==> src/rtl/scara_pkg.sv <==
// Shared types for the SCARA inverse-kinematics sequencer: stage indices,
// sequencer states, error codes and small stage helpers.
package scara_pkg;

    localparam int NUM_STAGES = 5;

    typedef enum logic [2:0] {
        STG_FK   = 3'd0,
        STG_J    = 3'd1,
        STG_JI   = 3'd2,
        STG_MULT = 3'd3,
        STG_CONV = 3'd4
    } stage_e;

    typedef enum logic [2:0] {
        ST_IDLE  = 3'd0,
        ST_PREP  = 3'd1,
        ST_RUN   = 3'd2,
        ST_CHECK = 3'd3,
        ST_ACCUM = 3'd4,
        ST_DONE  = 3'd5,
        ST_FAULT = 3'd6
    } seq_state_e;

    typedef enum logic [1:0] {
        ERR_OK      = 2'b00,
        ERR_TIMEOUT = 2'b01,
        ERR_ITER    = 2'b10,
        ERR_ABORT   = 2'b11
    } err_code_e;

    function automatic stage_e next_stage(input stage_e s);
        case (s)
            STG_FK:   return STG_J;
            STG_J:    return STG_JI;
            STG_JI:   return STG_MULT;
            STG_MULT: return STG_CONV;
            default:  return STG_FK;
        endcase
    endfunction

    function automatic logic [NUM_STAGES-1:0] stage_onehot(input stage_e s);
        logic [NUM_STAGES-1:0] oh;
        oh = '0;
        oh[s] = 1'b1;
        return oh;
    endfunction

endpackage

==> src/rtl/step_accumulator.sv <==
// Saturating signed adder for one joint's absolute step command; o_clamp
// flags that the true sum fell outside the STEP_W signed range.
module step_accumulator #(
    parameter int STEP_W = 9
) (
    input  logic signed [STEP_W-1:0] i_acc,
    input  logic signed [STEP_W-1:0] i_delta,
    output logic signed [STEP_W-1:0] o_sum,
    output logic                     o_clamp
);

    logic signed [STEP_W:0] w_wide;

    assign w_wide = {i_acc[STEP_W-1], i_acc} + {i_delta[STEP_W-1], i_delta};

    // The two top bits disagree exactly when the sum left the narrow range.
    always_comb begin
        o_clamp = 1'b0;
        o_sum   = w_wide[STEP_W-1:0];
        if (w_wide[STEP_W] != w_wide[STEP_W-1]) begin
            o_clamp = 1'b1;
            o_sum   = w_wide[STEP_W] ? {1'b1, {(STEP_W-1){1'b0}}}
                                     : {1'b0, {(STEP_W-1){1'b1}}};
        end
    end

endmodule

==> src/rtl/scara_ik_sequencer.sv <==
// Iterative SCARA IK sequencer: walks FK/J/JI/MULT/CONV stages until the FK
// position is within tolerance. Define IK_WATCHDOG_EN to add the per-stage watchdog.
module scara_ik_sequencer
    import scara_pkg::*;
#(
    parameter int COORD_W     = 14,
    parameter int STEP_W      = 9,
    parameter int MAX_ITER    = 16,
    parameter int TIMEOUT_CYC = 1024
) (
    input  logic                             clk,
    input  logic                             reset,
    input  logic                             start,
    input  logic                             abort,
    input  logic signed [COORD_W-1:0]        x_target,
    input  logic signed [COORD_W-1:0]        y_target,
    input  logic        [COORD_W-1:0]        tol,
    input  logic signed [COORD_W-1:0]        x_fk,
    input  logic signed [COORD_W-1:0]        y_fk,
    input  logic signed [STEP_W-1:0]         d1_steps,
    input  logic signed [STEP_W-1:0]         d2_steps,
    input  logic        [NUM_STAGES-1:0]     stage_done,
    output logic        [NUM_STAGES-1:0]     stage_en,
    output logic                             stage_rst,
    output logic signed [STEP_W-1:0]         th1_steps,
    output logic signed [STEP_W-1:0]         th2_steps,
    output logic                             step_valid,
    output logic                             busy,
    output logic                             done,
    output logic                             converged,
    output logic                             sat,
    output logic        [1:0]                err_code,
    output logic [$clog2(MAX_ITER+1)-1:0]    iter_cnt
);

    localparam int IW = $clog2(MAX_ITER + 1);
    localparam logic [IW-1:0] ITER_LIMIT = IW'(MAX_ITER);

    seq_state_e r_state, w_state_next;
    stage_e     r_cur, w_cur_next;

    logic signed [COORD_W-1:0] r_tgt [2];
    logic signed [COORD_W-1:0] r_fk  [2];
    logic        [COORD_W-1:0] r_tol;
    logic signed [STEP_W-1:0]  r_d   [2];
    logic signed [STEP_W-1:0]  r_th  [2];
    logic                      r_step_valid;
    logic                      r_converged;
    logic                      r_sat;
    err_code_e                 r_err;
    logic        [IW-1:0]      r_iter;

    logic signed [COORD_W-1:0] w_tgt_in [2];
    logic signed [COORD_W-1:0] w_fk_in  [2];
    logic signed [STEP_W-1:0]  w_d_in   [2];
    logic signed [STEP_W-1:0]  w_sum    [2];
    logic        [1:0]         w_clamp;
    logic        [1:0]         w_within;
    logic                      w_in_tol;
    logic                      w_stage_hit;
    logic                      w_wd_expire;
    logic [NUM_STAGES-1:0]     w_stage_en;
    logic                      w_stage_rst;
    logic                      w_busy;
    logic                      w_done;

    assign w_tgt_in[0] = x_target;
    assign w_tgt_in[1] = y_target;
    assign w_fk_in[0]  = x_fk;
    assign w_fk_in[1]  = y_fk;
    assign w_d_in[0]   = d1_steps;
    assign w_d_in[1]   = d2_steps;

    // Error magnitude is taken one bit wider so the difference never wraps.
    genvar gi;
    generate
        for (gi = 0; gi < 2; gi++) begin : g_axis
            logic signed [COORD_W:0] w_diff;
            logic        [COORD_W:0] w_abs;
            assign w_diff = {r_tgt[gi][COORD_W-1], r_tgt[gi]} - {r_fk[gi][COORD_W-1], r_fk[gi]};
            assign w_abs  = w_diff[COORD_W] ? (COORD_W+1)'(-w_diff) : w_diff;
            assign w_within[gi] = (w_abs <= {1'b0, r_tol});
        end

        for (gi = 0; gi < 2; gi++) begin : g_joint
            step_accumulator #(.STEP_W(STEP_W)) u_acc (
                .i_acc   (r_th[gi]),
                .i_delta (r_d[gi]),
                .o_sum   (w_sum[gi]),
                .o_clamp (w_clamp[gi])
            );
        end
    endgenerate

    assign w_in_tol    = &w_within;
    assign w_stage_hit = (r_state == ST_RUN) && stage_done[r_cur];

`ifdef IK_WATCHDOG_EN
    localparam int WDW = $clog2(TIMEOUT_CYC + 1);
    logic [WDW-1:0] r_wd_cnt;

    always_ff @(posedge clk) begin
        if (reset || r_state != ST_RUN) begin
            r_wd_cnt <= '0;
        end else begin
            r_wd_cnt <= r_wd_cnt + 1'b1;
        end
    end

    assign w_wd_expire = (r_state == ST_RUN) && (r_wd_cnt == WDW'(TIMEOUT_CYC - 1));
`else
    // TIMEOUT_CYC has no effect without the watchdog; RUN waits indefinitely.
    assign w_wd_expire = 1'b0 && (TIMEOUT_CYC >= 2);
`endif

    always_ff @(posedge clk) begin
        if (reset) begin
            r_state <= ST_IDLE;
            r_cur   <= STG_FK;
        end else begin
            r_state <= w_state_next;
            r_cur   <= w_cur_next;
        end
    end

    // Abort outranks stage completion, convergence and watchdog expiry.
    always_comb begin
        w_state_next = r_state;
        w_cur_next   = r_cur;
        w_stage_en   = '0;
        w_stage_rst  = 1'b1;
        w_busy       = 1'b0;
        w_done       = 1'b0;
        case (r_state)
            ST_IDLE: begin
                if (start) begin
                    w_state_next = ST_PREP;
                    w_cur_next   = STG_FK;
                end
            end
            ST_PREP: begin
                w_busy       = 1'b1;
                w_state_next = abort ? ST_DONE : ST_RUN;
            end
            ST_RUN: begin
                w_busy      = 1'b1;
                w_stage_rst = 1'b0;
                w_stage_en  = stage_onehot(r_cur);
                if (abort) begin
                    w_state_next = ST_DONE;
                end else if (w_stage_hit) begin
                    if (r_cur == STG_FK) begin
                        w_state_next = ST_CHECK;
                    end else if (r_cur == STG_CONV) begin
                        w_state_next = ST_ACCUM;
                    end else begin
                        w_cur_next   = next_stage(r_cur);
                        w_state_next = ST_PREP;
                    end
                end else if (w_wd_expire) begin
                    w_state_next = ST_FAULT;
                end
            end
            ST_CHECK: begin
                w_busy = 1'b1;
                if (abort || w_in_tol || r_iter == ITER_LIMIT) begin
                    w_state_next = ST_DONE;
                end else begin
                    w_cur_next   = STG_J;
                    w_state_next = ST_PREP;
                end
            end
            ST_ACCUM: begin
                w_busy = 1'b1;
                if (abort) begin
                    w_state_next = ST_DONE;
                end else begin
                    w_cur_next   = STG_FK;
                    w_state_next = ST_PREP;
                end
            end
            ST_DONE, ST_FAULT: begin
                w_done       = 1'b1;
                w_state_next = ST_IDLE;
            end
            default: begin
                w_state_next = ST_IDLE;
            end
        endcase
    end

    always_ff @(posedge clk) begin
        if (reset) begin
            for (int j = 0; j < 2; j++) begin
                r_tgt[j] <= '0;
                r_fk[j]  <= '0;
                r_d[j]   <= '0;
                r_th[j]  <= '0;
            end
            r_tol        <= '0;
            r_step_valid <= 1'b0;
            r_converged  <= 1'b0;
            r_sat        <= 1'b0;
            r_err        <= ERR_OK;
            r_iter       <= '0;
        end else begin
            r_step_valid <= 1'b0;
            case (r_state)
                ST_IDLE: begin
                    if (start) begin
                        for (int j = 0; j < 2; j++) r_tgt[j] <= w_tgt_in[j];
                        r_tol       <= tol;
                        r_iter      <= '0;
                        r_sat       <= 1'b0;
                        r_converged <= 1'b0;
                        r_err       <= ERR_OK;
                    end
                end
                ST_PREP: begin
                    if (abort) r_err <= ERR_ABORT;
                end
                ST_RUN: begin
                    if (w_stage_hit && r_cur == STG_FK) begin
                        for (int j = 0; j < 2; j++) r_fk[j] <= w_fk_in[j];
                    end
                    if (w_stage_hit && r_cur == STG_CONV) begin
                        for (int j = 0; j < 2; j++) r_d[j] <= w_d_in[j];
                    end
                    if (abort) begin
                        r_err <= ERR_ABORT;
                    end else if (!w_stage_hit && w_wd_expire) begin
                        r_err <= ERR_TIMEOUT;
                    end
                end
                ST_CHECK: begin
                    if (abort) begin
                        r_err <= ERR_ABORT;
                    end else if (w_in_tol) begin
                        r_converged <= 1'b1;
                        r_err       <= ERR_OK;
                    end else if (r_iter == ITER_LIMIT) begin
                        r_err <= ERR_ITER;
                    end
                end
                ST_ACCUM: begin
                    // The accumulation commits even when abort lands on this cycle.
                    for (int j = 0; j < 2; j++) r_th[j] <= w_sum[j];
                    r_sat        <= r_sat | (|w_clamp);
                    r_step_valid <= 1'b1;
                    r_iter       <= r_iter + 1'b1;
                    if (abort) r_err <= ERR_ABORT;
                end
                default: begin
                end
            endcase
        end
    end

    assign stage_en   = w_stage_en;
    assign stage_rst  = w_stage_rst;
    assign busy       = w_busy;
    assign done       = w_done;
    assign th1_steps  = r_th[0];
    assign th2_steps  = r_th[1];
    assign step_valid = r_step_valid;
    assign converged  = r_converged;
    assign sat        = r_sat;
    assign err_code   = r_err;
    assign iter_cnt   = r_iter;

endmodule

==> config.mk <==
export PLATFORM = sky130hd
export DESIGN_NAME = scara_ik_sequencer
export DESIGN_NICKNAME = d
export VERILOG_FILES = /design/src/rtl/scara_pkg.sv /design/src/rtl/step_accumulator.sv /design/src/rtl/scara_ik_sequencer.sv
export SDC_FILE = /design/constraint.sdc
export NUM_CORES = 1
export LEC_CHECK = 0
export ABC_AREA = 1
export CAP_MARGIN = 20
export CELL_PAD_IN_SITES_DETAIL_PLACEMENT = 2
export CELL_PAD_IN_SITES_GLOBAL_PLACEMENT = 2
export CORE_MARGIN = 4
export CORE_UTILIZATION = 34
export DETAILED_ROUTE_END_ITERATION = 12
export PLACE_DENSITY_LB_ADDON = 0.05
export SKIP_LAST_GASP = 1
export SYNTH_ARGS = -nofsm -noshare
export SYNTH_HDL_FRONTEND = slang
export SYNTH_SLANG_ARGS = --single-unit
==> constraint.sdc <==
create_clock -name clk -period 11.1 [get_ports clk]
set_input_delay 2.22 -clock clk [delete_from_list [all_inputs] [get_ports clk]]
set_output_delay 2.22 -clock clk [all_outputs]
set_load 0.005 [all_outputs]
==> results of run 1 <==
-- state kept, by name, summed over array words and instances, names as in the netlist --
name / count
converged: 1
err_code: 2
iter_cnt: 5
r_cur: 3
r_d: 18
r_fk: 28
r_state: 3
r_tgt: 28
r_th: 18
r_tol: 14
sat: 1
step_valid: 1
-- cell families after synthesis --
logic type	count (synthesis)	synth area share, %
AND/OR/NAND/NOR	451	22.1
buffers and inverters	268	11.8
adder cells (fa/ha/maj)	82	12.3
XOR/XNOR	49	5.33
AO/OA/AOI/OAI	145	9.43
flip-flops	122	39.1
-- cell usage after synthesis (all sizes together) --
cell	n
inv	255
nand2	204
nor2	139
edfxtp	92
ha	78
nand3	70
a21oi	67
o21ai	50
xor2	34
dfxtp	30
nand4	17
nor3	15
xnor2	15
clkbuf	8
o21bai	7
o31ai	5
a21o	4
buf	4
fa	4
nand3b	3
o211ai	3
a21boi	2
nor3b	2
a211oi	1
a22oi	1
a31o	1
a31oi	1
a32o	1
a41oi	1
clkinv	1
nor4	1
o21a	1
-- where the power goes --
part / internal [mW] / total (mW) / switching, mW / leakage (nW)
registers: 0.540 / 0.566 / 0.0260 / 1.21
clock network: 0.335 / 0.572 / 0.236 / 0.287
logic: 0.309 / 0.790 / 0.481 / 3.70
-- layer usage --
metal  wire, um  vias to the layer above  GRT usage (%)
li1           -                     3851              -
met1      11900                     3760           24.3
met2      14000                      114           35.9
met3       1040                       15           3.72
met4        217                        0           3.20
met5          0                        -              0
-- area by class of cell --
class / count / area [um^2]
clock inverter: 15 / 164
inverter: 256 / 961
tap: 324 / 405
clock buffer: 17 / 425
multi-input combinational: 727 / 4230
fill: 2853 / 13700
sequential: 122 / 3360
timing repair buffer: 135 / 1350
-- final timing paths --
kind | to | cells past startpoint
hold / removal | err_code[0] | 2
setup / recovery | busy | 8
setup reg to reg | converged | 25
hold reg to reg | err_code[0] | 2
-- metrics by stage --
stage	worst slack, ns	hold slack, ns
2_1_floorplan	7.01	0.447
3_3_place_gp	6.48	0.469
3_5_place_dp	6.33	0.486
4_1_cts	6.37	0.515
5_1_grt	6.19	0.543
6_report	6.44	0.504
-- tightest hold or removal path, cell delays in order (launching register included) --
cell and delay (ns):
dfxtp_1 0.34, a21oi_1 0.05, nor2_1 0.09
==> summary.md, run 1 <==
| Metric | Value |
|---|---|
| Status | finished, final reports clean |
| Overall Global Routing Usage | 19.6% |
| CTS tree | done |
| Setup TNS | 0 ns |
| Worst setup path start | r_state[1] |
| Net Count, Synth | 1,296 |
| Count of different cell masters after synthesis | 45 |
| Finished Cell Area | 10,900 um^2 |
| Clock transition at the registers of the reported paths | 0.06 ns |
| DRT Wirelength | 27.2 mm |
| Die Height | 167 um |
| CP max FO | 5 |
| Crit path DAT | 2.44 ns |
| Sequential area share after synthesis | 39.1% |
| Final Wtd Congestion | 0.777 |
| Worst vdd ir | 0.0912 mV |
| Wirelength per Cell | 17.0 um |
| Slew Viols, Final | 0 |
| DRC | 0 |
| RSZ-0062 raised after global routing | no |
| CP top delay family | simple AND/OR/NAND/NOR gates |
| Critical-path top delay cell | clkdlybuf4s50_1 |
| Crit start category | flip-flop |
| Pre-antenna DRT Iters | 4 |
| Leading cell types in the layout, fill and taps excluded | inv_1 (254), nand2_1 (201), nor2_1 (137) |
| Synth area leaders | edfxtp_1 (32%), ha_1 (11%), inv_1 (11%), nand2_1 (8.8%), dfxtp_1 (7.0%) |
| Leakage | 5.19 nW |
| Synth area leader | edfxtp_1 |
| FF+latch count, synth | 122 |
| Die width | 167 um |
| Final Util | 44.3% |
| GRT overflow | 0 |
| Root buf cell | clkbuf_16 |
| Syn-to-layout area delta | 26.7% |
| Initial antenna violation count | 0 |
| First-pass GRT wire length | 44.2 mm |
| Row cnt | 57 |
| Slowest stage delay, CP | 0.50 ns |
| R2r setup slk | 6.61 ns |
| Top-area cell type share of the netlist area | 32.1% |
| Core Footprint | 24,600 um^2 |
| Initial Util | 35.0% |
| Setup Crit Path Kind | flip-flop to primary output |
| Final min period | 4.66 ns |
| Period utilisation layout | 42.0% |
| Clk buf depth | 2 |
| Synth warn | 0 |
| Tot Pwr | 1.93 mW |
| Max capacitance violation total | 0 |
| Hold_sp | err_code[0] |
| DP Cell Count | 1,563 |
| Placed cell area | 10,300 um^2 |
| Most common cell after layout, fill and taps aside | inv_1 |
| Slew headroom | 32.8% |
| Input/output buffers | 132 |
| DR vias/cell | 4.85 |
| Die area | 27,900 um^2 |
| Pwr dens | 177 nW/um^2 |
| Via Count | 7,740 |
| Worst hold path class | flip-flop to flip-flop |
| Hpwl dp | 21.2 mm |
| Syn Inst Count | 1,117 |
| Final hold violations | 0 |
| Slew @ Worst Pin | 1.00 ns |
| H-tree levels | 4 |
| Syn Std Cell Area | 8610 um^2 |
| Fmax | 214 MHz |
| Largest net degree at the start of global routing | 43 |
| Postcts setup bufs | 0 |
| Most frequent CP cell | nor2_1 |
| Post-DRT Antenna Nets | 0 |
| Reg2reg start | r_tgt[0][14] |
| Clock skew | 0.0104 ns |
| Clock latency on the worst-skew pair | 0.42 ns |
| Antenna fix cells | 0 |
| DRT iter0 DRCs | 287 |
| Gates resized, CTS repair | 0 |
| TritonCTS Buffers | 17 |
| Worst path bufs/invs | 3 |
| Element type at the critical path end | primary output |
| Hold buffers post-CTS | 0 |
| Critical path, cell by cell | nor2_1, inv_1, nor2_1, inv_1, nand2_1, nor2_1, nand2_1, clkdlybuf4s50_1 |
| Non-Filler Instances | 1,596 |
| Layout cells sized above 1 | 4.25% |
| Post-layout nets | 1,438 |
| Syn avg cell area | 7.71 um^2 |
| Final Setup Violations | 0 |
| Critical Path RT | 8.88 ns |
| Vias in the first global route | 8,679 |
| Num ports | 133 |
| Clock Sinks | 122 |
Note: power is estimated with default switching activity, not from simulation.
==> run 2, diff against run 1 <==
CORE_UTILIZATION = 29   (was 34)
clock period = 4.08 ns   (was 11.1 ns; I/O delays follow)
==> run 2 against run 1 <==
Effect of this change:
- power rose to 2.9 times the previous value
- via count grew 1.0%
- the flow now finishes with violations (setup timing)
- die area rose by 16%
- cell count grew 5.2%
- clock-buffer cell count is 1 higher
- highest routed layer unchanged
==> summary.md, run 2 (synthesized netlist as in run 1, its figures left out) <==
| Metric | Value |
|---|---|
| Critical Path RT | 4.40 ns (-4.48 ns) |
| Pwr dens | 493 nW/um^2 (+180%) |
| Core Footprint | 29,000 um^2 (+18%) |
| Antenna fix cells | 0 (unchanged) |
| Post-layout nets | 1,461 (+1.6%) |
| DR vias/cell | 4.66 (-4.0%) |
| Status | finished, violations left |
| Clock latency on the worst-skew pair | 0.43 ns (about the same) |
| DRC | 0 (unchanged) |
| DRT Wirelength | 28.1 mm (+3.4%) |
| Fmax | 242 MHz |
| Final hold violations | 0 (unchanged) |
| Element type at the critical path end | flip-flop |
| Worst vdd ir | 0.268 mV (+190%) |
| Biggest regs | r_fk x28, r_tgt x28 |
| Die Height | 180 um (+7.9%) |
| Final Setup Violations | 3 (+3) |
| Slew @ Worst Pin | 0.581 ns (-0.424 ns) |
| Met2 wire length | 13.9 mm (-0.62%) |
| Period utilisation layout | 101% |
| Clock Sinks | 122 (unchanged) |
| CP max FO | 6 (+1) |
| Row cnt | 62 (+8.8%) |
| Wire length on met3 | 719 um (-31%) |
| Worst path bufs/invs | 3 (unchanged) |
| GRT overflow | 0 (unchanged) |
| TritonCTS Buffers | 17 (unchanged) |
| Crit path DAT | 4.46 ns (+2.02 ns) |
| Clock transition at the registers of the reported paths | 0.07 ns (about the same) |
| Leakage | 5.34 nW (+2.8%) |
| Tot Pwr | 5.57 mW (+190%) |
| Clock skew | 0.0118 ns (+0.00140 ns) |
| Die width | 180 um (+7.9%) |
| Setup Crit Path Kind | flip-flop to flip-flop |
| Most frequent CP cell | nor3_2 |
| Max capacitance violation total | 0 (unchanged) |
| Hpwl dp | 21.9 mm (+3.0%) |
| Root buf cell | clkbuf_16 |
| Final Wtd Congestion | 0.783 (+0.73%) |
| Final min period | 4.14 ns |
| Final Util | 39.0% (-5.3 points) |
| Clk buf depth | 2 (unchanged) |
| Die area | 32,500 um^2 (+16%) |
| Placed cell area | 10,500 um^2 (+1.8%) |
| Critical-path top delay cell | fa_2 |
| Initial Util | 29.7% (-5.3 points) |
| Setup WS post-layout | -0.0603 ns (-6.50 ns) |
| Syn-to-layout area delta | 31.3% |
| Critical path, cell by cell | inv_1, ha_2, inv_2, fa_2, xor2_1, nor3_2, nand3_2, nor3_2, inv_1, nor3_2, nand3_1, o31ai_2, xnor2_1, ha_1, nand2_1, nor3_2, nand3_1, nor3_2, o21bai_4, nand3_4, nand2_2, nand2_4, a21oi_1, nor2_1 |
| Leading cell types in the layout, fill and taps excluded | inv_1 (252), nand2_1 (198), nor2_1 (136) |
| Via Count | 7,819 (+1.0%) |
| Worst hold path class | flip-flop to flip-flop |
| Layout cells sized above 1 | 7.88% (+3.6 points) |
| Overall Global Routing Usage | 17.4% (-2.1 points) |
| Slew Viols, Final | 0 (unchanged) |
| Input/output buffers | 132 (unchanged) |
| Vias in the first global route | 8,714 (+0.40%) |
| Most common cell after layout, fill and taps aside | inv_1 |
| Hold_ws | 0.455 ns (-0.0485 ns) |
| Crit start category | flip-flop |
| Setup TNS | -0.107 ns (-0.107 ns) |
| DRT iter0 DRCs | 241 (-16%) |
| M1 WL | 13.2 mm (+11%) |
| Uppermost layer routed | met4 |
| RSZ-0062 raised after global routing | yes |
| Wirelength per Cell | 16.7 um (-1.7%) |
| CP top delay family | simple AND/OR/NAND/NOR gates |
| CTS tree | done |
| Largest net degree at the start of global routing | 43 (unchanged) |
| Slowest stage delay, CP | 0.38 ns (-0.12 ns) |
| Initial antenna violation count | 0 (unchanged) |
| Pre-antenna DRT Iters | 4 (unchanged) |
| Slew headroom | 61.2% (+28 points) |
| First-pass GRT wire length | 45.7 mm (+3.4%) |
| Num ports | 133 (unchanged) |
| Failing checks | setup timing |
| Finished Cell Area | 11,300 um^2 (+3.7%) |
| H-tree levels | 4 (unchanged) |
| Post-DRT Antenna Nets | 0 (unchanged) |
-- run 2: what timing repair did --
item / CTS / global route
setup buffers: 4 / 5
pin swaps: 9 / 12
gates resized for setup: 16 / 21
endpoints found under the setup margin: 7 / 7
hold buffers: 0 / 0
-- run 2: layer usage --
layer	track usage, %	vias to the layer above
met1	22.5	3786
li1	-	3901
met3	3.05	20
met2	30.8	112
met5	0	-
met4	3.54	0
-- run 2: stage by stage --
step / setup WS [ns] / std cells
5_1_grt: -0.407 / 1679
4_1_cts: -0.0964 / 1674
2_1_floorplan: 0.448 / 1117
3_5_place_dp: -0.159 / 1638
3_3_place_gp: 0.0247 / 1638
6_report: -0.0603 / 1679
-- run 2: final cells by class --
class,count,area [um^2]
inverter,256,961
clock inverter,14,185
fill,3385,17700
clock buffer,18,429
tap,384,480
sequential,122,3360
timing repair buffer,158,1520
multi-input combinational,727,4370
-- run 2: worst paths after layout --
check	start	slack, ns	depth (start not counted)	to
hold / removal	converged	0.46	2	converged
setup / recovery	r_tgt[0][14]	-0.06	24	r_cur[1]
setup reg to reg	r_tgt[0][14]	-0.06	24	r_cur[1]
hold reg to reg	converged	0.46	2	converged
-- run 2: worst min-delay path: cells and delay by family, from the launching register on --
family / cells / cell delay, ns
flip-flops: 1 / 0.31
buffers and inverters: 1 / 0.05
AO/OA/AOI/OAI: 1 / 0.05
-- run 2: power breakdown --
group          switching [mW]  leakage (nW)  total [mW]  internal, mW
clock                   0.675         0.302        1.65         0.979
combinational            1.42          3.83        2.38         0.959
sequential             0.0700          1.21        1.54          1.47
